[src/rtl/segre_id_instr_buffer.sv]
// segre_id_instr_buffer
//
// Instruction FIFO between the IF stage and the decoder. It has valid/ready
// handshakes on both sides and a flush. It also contains the source-operand
// bypass mux for ID.
//
// Optional feature macro: SEGRE_ID_BUF_BYPASS_EN
//   When defined, the buffer is empty, IF is valid and no flush is active,
//   the fetched instruction is forwarded combinationally to ID. If ID takes
//   it in the same cycle, it is never written into the FIFO.
//
// Ports:
//   clk_i, rsn_i              clock, asynchronous active-low reset
//   if_valid_i / if_ready_o   IF-side handshake
//   if_instr_i, if_pc_i       fetched instruction and PC
//   flush_i                   drop all entries; highest priority
//   id_ready_i / id_valid_o   ID-side handshake on the head entry
//   id_instr_o, id_pc_o       head entry (NOP and last head PC when empty)
//   count_o                   occupancy
//   finish_test_o             valid head is the end-of-test instruction
//   rf_data_a_i, rf_data_b_i  register file read data
//   byp_data_i                N_BYP packed bypass sources; source k at [k*WORD_SIZE +: WORD_SIZE]
//   byp_sel_a_i, byp_sel_b_i  0 selects RF, k selects bypass source k-1
//   src_a_o, src_b_o          muxed operands
module segre_id_instr_buffer #(
  parameter int unsigned WORD_SIZE = 32,
  parameter int unsigned ADDR_SIZE = 32,
  parameter int unsigned DEPTH     = 4,
  parameter int unsigned N_BYP     = 3,
  parameter int unsigned SEL_W     = $clog2(N_BYP + 1)
) (
  input  logic                         clk_i,
  input  logic                         rsn_i,
  input  logic                         if_valid_i,
  output logic                         if_ready_o,
  input  logic [WORD_SIZE-1:0]         if_instr_i,
  input  logic [ADDR_SIZE-1:0]         if_pc_i,
  input  logic                         flush_i,
  input  logic                         id_ready_i,
  output logic                         id_valid_o,
  output logic [WORD_SIZE-1:0]         id_instr_o,
  output logic [ADDR_SIZE-1:0]         id_pc_o,
  output logic [$clog2(DEPTH+1)-1:0]   count_o,
  output logic                         finish_test_o,
  input  logic [WORD_SIZE-1:0]         rf_data_a_i,
  input  logic [WORD_SIZE-1:0]         rf_data_b_i,
  input  logic [N_BYP*WORD_SIZE-1:0]   byp_data_i,
  input  logic [SEL_W-1:0]             byp_sel_a_i,
  input  logic [SEL_W-1:0]             byp_sel_b_i,
  output logic [WORD_SIZE-1:0]         src_a_o,
  output logic [WORD_SIZE-1:0]         src_b_o
);

  localparam int unsigned PtrW = $clog2(DEPTH);
  localparam int unsigned CntW = $clog2(DEPTH + 1);

  localparam logic [WORD_SIZE-1:0] NopInstr    = WORD_SIZE'(32'h0000_0013);
  localparam logic [WORD_SIZE-1:0] FinishInstr = WORD_SIZE'(32'hfff0_1073);
  localparam logic [ADDR_SIZE-1:0] ResetPc     = ADDR_SIZE'(32'hffff_fffc);

  // Entry storage; deliberately has no reset.
  logic [WORD_SIZE-1:0] instr_mem [DEPTH];
  logic [ADDR_SIZE-1:0] pc_mem    [DEPTH];

  logic [PtrW-1:0]      head_q, head_d;
  logic [PtrW-1:0]      tail_q, tail_d;
  logic [CntW-1:0]      count_q, count_d;
  logic [ADDR_SIZE-1:0] last_pc_q, last_pc_d;

  logic                 empty, full;
  logic                 fwd;
  logic                 push, pop;
  logic                 wr_en, rd_en;
  logic [WORD_SIZE-1:0] head_instr;
  logic [ADDR_SIZE-1:0] head_pc;

  assign empty      = (count_q == '0);
  assign full       = (count_q == CntW'(DEPTH));
  assign head_instr = instr_mem[head_q];
  assign head_pc    = pc_mem[head_q];

`ifdef SEGRE_ID_BUF_BYPASS_EN
  assign fwd = empty & if_valid_i & ~flush_i;
`else
  assign fwd = 1'b0;
`endif

  // The ready signal depends only on state. A full buffer refuses a push even when it pops.
  assign if_ready_o = ~full;
  assign count_o    = count_q;
  assign id_valid_o = ~empty | fwd;

  assign push  = if_valid_i & if_ready_o & ~flush_i;
  assign pop   = id_valid_o & id_ready_i & ~flush_i;
  // A forwarded instruction that ID consumes in the same cycle never occupies an entry.
  assign wr_en = push & ~(fwd & pop);
  assign rd_en = pop & ~fwd;

  always_comb begin
    id_instr_o = NopInstr;
    id_pc_o    = last_pc_q;
    if (fwd) begin
      id_instr_o = if_instr_i;
      id_pc_o    = if_pc_i;
    end else if (!empty) begin
      id_instr_o = head_instr;
      id_pc_o    = head_pc;
    end
  end

  assign finish_test_o = id_valid_o & (id_instr_o == FinishInstr);

  always_comb begin
    head_d    = head_q;
    tail_d    = tail_q;
    count_d   = count_q;
    last_pc_d = last_pc_q;
    if (flush_i) begin
      head_d  = '0;
      tail_d  = '0;
      count_d = '0;
      if (!empty) begin
        last_pc_d = head_pc;
      end
    end else begin
      if (wr_en) begin
        tail_d = tail_q + PtrW'(1);
      end
      if (rd_en) begin
        head_d = head_q + PtrW'(1);
      end
      if (pop) begin
        last_pc_d = id_pc_o;
      end
      case ({wr_en, rd_en})
        2'b10:   count_d = count_q + CntW'(1);
        2'b01:   count_d = count_q - CntW'(1);
        default: count_d = count_q;
      endcase
    end
  end

  always_ff @(posedge clk_i or negedge rsn_i) begin
    if (!rsn_i) begin
      head_q    <= '0;
      tail_q    <= '0;
      count_q   <= '0;
      last_pc_q <= ResetPc;
    end else begin
      head_q    <= head_d;
      tail_q    <= tail_d;
      count_q   <= count_d;
      last_pc_q <= last_pc_d;
    end
  end

  always_ff @(posedge clk_i) begin
    if (wr_en) begin
      instr_mem[tail_q] <= if_instr_i;
      pc_mem[tail_q]    <= if_pc_i;
    end
  end

  // Out-of-range selects fall back to the RF data.
  always_comb begin
    src_a_o = rf_data_a_i;
    src_b_o = rf_data_b_i;
    for (int unsigned k = 1; k <= N_BYP; k++) begin
      if (byp_sel_a_i == SEL_W'(k)) begin
        src_a_o = byp_data_i[(k-1)*WORD_SIZE +: WORD_SIZE];
      end
      if (byp_sel_b_i == SEL_W'(k)) begin
        src_b_o = byp_data_i[(k-1)*WORD_SIZE +: WORD_SIZE];
      end
    end
  end

endmodule

[config.mk]
export PLATFORM = sky130hd
export DESIGN_NAME = segre_id_instr_buffer
export DESIGN_NICKNAME = d
export VERILOG_FILES = /design/src/rtl/segre_id_instr_buffer.sv
export SDC_FILE = /design/constraint.sdc
export NUM_CORES = 1
export LEC_CHECK = 0
export CAP_MARGIN = 0
export CORE_MARGIN = 1.5
export CORE_UTILIZATION = 37
export DETAILED_ROUTE_END_ITERATION = 7
export PLACE_DENSITY = 0.66
export SLEW_MARGIN = 10
export SYNTH_ARGS = -nofsm -noshare
export SYNTH_HDL_FRONTEND = slang
export SYNTH_SLANG_ARGS = --single-unit
[constraint.sdc]
create_clock -name clk_i -period 4.1 [get_ports clk_i]
set_input_delay 0.615 -clock clk_i [delete_from_list [all_inputs] [get_ports clk_i]]
set_output_delay 0.615 -clock clk_i [all_outputs]
set_load 0.01 [all_outputs]
==> flow_summary_export.csv <==
group,metric,value,unit
logic_synthesis,synth_ff_type,"edfxtp_1",
logic_synthesis,synth_top_cell_by_area,"edfxtp_1",
grt,grt_overflow_total,0,
floorplanning,die_y,191.3,µm
timing,drv_slew,0,
floorplanning,dieArea,36580,µm²
grt,grt_max_degree,43,
detailed_routing,route.layer.met1.wl,13980,µm
timing,min_period,3.946,ns
timing,tightest_slew,0.8926,ns
grt,grt_pass1_wl,54190,µm
timing,skew,0.007694,ns
detailed_routing,antenna_left,0,
logic_synthesis,ys_types,42,
clocking,h-tree-depth,1,
clocking,clockRootBuffer,"clkbuf_16",
clocking,cts_sinks,295,
floorplanning,fp.dieW,191.3,µm
worst_setup_path,worstPathMaxFanout,7,
worst_setup_path,cp-end-kind,"output pin",
timing,fmax,253.4,MHz
min_path,hold_class,"primary input to asynchronous set/reset pin",
placed_design,routabilityCongestion,0.8908,
clocking,cts_tree,"yes",
detailed_routing,dr_wl_met3,3720,µm
power,power.density,481.2,nW/µm²
worst_setup_path,crit_required,3.48,ns
grt,antenna_found_initial,4,
detailed_routing,num_vias,8017,
detailed_routing,drtIter0Drc,530,
grt,first_global_vias,8624,
logic_synthesis,yosysSeqAreaShare,66.35,%
worst_setup_path,critPathArrivalTime,3.33,ns
logic_synthesis,synth_top_cell_area_share,58.63,%
logic_synthesis,ys_seq_elements,295,
clocking,cts_buffers,28,
floorplanning,core_area,34710,µm²
detailed_routing,dr.pass1.iters,4,
floorplanning,placementRows,68,
flow_run,cap_viol_max_count,0,
timing,relSlewSlack,39.98,%
logic_synthesis,synth_most_common_cell,"edfxtp_1",
timing,rsz0062_at_grt,"no",
detailed_routing,detail_route.wl_per_cell,24.49,µm
clocking,clock_latency,0.53,ns
logic_synthesis,avgSynthCellArea,19.17,µm²
power,power.leakage,0.006201,µW
detailed_routing,met2_length,18810,µm
run_status,status,"completed",
detailed_routing,vias_per_cell,5.209,
placed_design,port_buffers,366,
grt,track_usage,20.22,%
worst_setup_path,critical_path_class,"register to output pin",
timing,final-hold-violation-count,0,
detailed_routing,drc,0,
clocking,cts.path.max_buffers,3,
logic_synthesis,ys_top_cells_by_count,"256 x edfxtp_1, 122 x mux4_2, 98 x nand2_1, 33 x and2_1, 32 x mux2_2",
logic_synthesis,synth_area_leaders,"edfxtp_1 59%, mux4_2 21%, dfstp_2 6.0%",
layout,syn_to_final_growth,40.02,%
timing,setup_tns,0,ns
timing,hold_ws,0.3784,ns
power,peakVddDrop,0.3865,mV
layout,seqCellArea,8708,µm²
logic_synthesis,async_flop_share,13.22,%
layout,multi_input_area,4235,µm²
detailed_routing,wl,37700,µm
worst_setup_path,r2r_slack,1.47,ns
logic_synthesis,synth_edf_count,256,
logic_synthesis,syn_inst,684,
power,finalPower,8835,µW
placed_design,dp_hpwl,26600,µm
logic_synthesis,yosysWarningCount,0,
timing,setup_violations,0,
detailed_routing,top_layer,"met5",
floorplanning,start_util,37.77,%
timing,period_share,96.24,%
logic_synthesis,synth_nets,922,
layout,nets,1299,
layout,layout-drive-gt1-share,24.01,%
clocking,clk_pin_slew,0.06,ns
floorplanning,pin_count,367,
logic_synthesis,syn_area,13110,µm²
layout,fillCellCount,2866,
worst_setup_path,cp-start-kind,"register",
## where the power goes
part           internal (µW)  switching (µW)
logic                   1380            1150
registers               3640             114
clock network           1500            1050
## through the flow
| step | setup slack, ns | std cells | util [%] | cell area, µm² |
|---|---|---|---|---|
| 2_1_floorplan | 0.9447 | 684 | - | 13110 |
| 3_3_place_gp | 0.2272 | 1481 | 50.13 | 17400 |
| 3_5_place_dp | 0.2459 | 1481 | 50.13 | 17400 |
| 4_1_cts | 0.09056 | 1536 | 52.84 | 18340 |
| 5_1_grt | 0.02555 | 1538 | 52.88 | 18360 |
| 6_report | 0.1543 | 1539 | 52.89 | 18360 |
## path summary, 6_finish.rpt
path / end / depth (start not counted) / start
setup / recovery: finish_test_o / 5 / head_q[0]
hold / removal: last_pc_q[11] / 1 / rsn_i
setup reg to reg: count_o[2] / 8 / count_o[1]
hold reg to reg: last_pc_q[1] / 1 / last_pc_q[1]
max in group asynchronous: last_pc_q[27] / 2 / rsn_i
min in group clk_i: last_pc_q[1] / 1 / last_pc_q[1]
## worst max-delay path, cell delays in order (launching register included)
cell           delay [ns]
dfrtp_4              0.47
mux4_1               0.58
or4_1                0.53
or4_1                0.58
nor4_4               0.33
dlygate4sd2_1        0.31
## cell families after synthesis
logic type / count (synthesis) / share of synthesized area [%]
compound gates: 7 / 0.4008
xor+xnor: 4 / 0.2672
fa+ha+maj: 5 / 0.5344
buf+inv: 49 / 1.546
flops: 295 / 66.36
mux: 161 / 24.98
simple gates: 163 / 5.916
## layer usage
metal / track usage (%) / up-vias
met2: 35.02 / 348
met1: 24.26 / 4070
met3: 5.875 / 66
li1: - / 3527
met4: 6.430 / 6
met5: 0 / -
## timing repair
action                     CTS  global route
hold endpoints to repair     0             0
resized for setup            3             0
cloned                       0             0
buffers inserted             3             2
hold buffers                 0             0
setup endpoints to repair   13             1
## flip-flops by register name, summed over array words and instances (netlist names)
| signal | count |
|---|---|
| count_o | 3 |
| head_q | 2 |
| instr_mem | 128 |
| last_pc_q | 32 |
| pc_mem | 128 |
| tail_q | 2 |
## final cells by class
cell class / instances / share of cell area [%]
Sequential cell: 295 / 47.43
Tap cell: 455 / 3.101
Clock buffer: 41 / 4.252
Inverter: 4 / 0.08178
Antenna cell: 1 / 0.01363
Clock inverter: 11 / 0.6951
Multi-Input combinational cell: 340 / 23.07
Timing Repair Buffer: 392 / 21.36
## layout by cell type (no fill, tap or decap), types with 2 or more instances in the layout
cell and count:
and2_1 29, and2_4 4, buf_12 6, buf_2 3
buf_4 19, bufinv_16 3, clkbuf_1 11, clkbuf_16 29
clkdlybuf4s50_1 362, clkinv_1 4, clkinv_2 3, dfrtp_1 7
dfrtp_4 2, dfstp_2 30, edfxtp_1 256, ha_1 4
inv_1 3, mux2_2 32, mux4_1 6, mux4_2 122
nand2_1 98, nand3_1 5, nor2_1 7, nor3_1 3
or2_1 3, or4_1 2, xor2_1 3
Note: power is estimated with default switching activity, not from simulation.
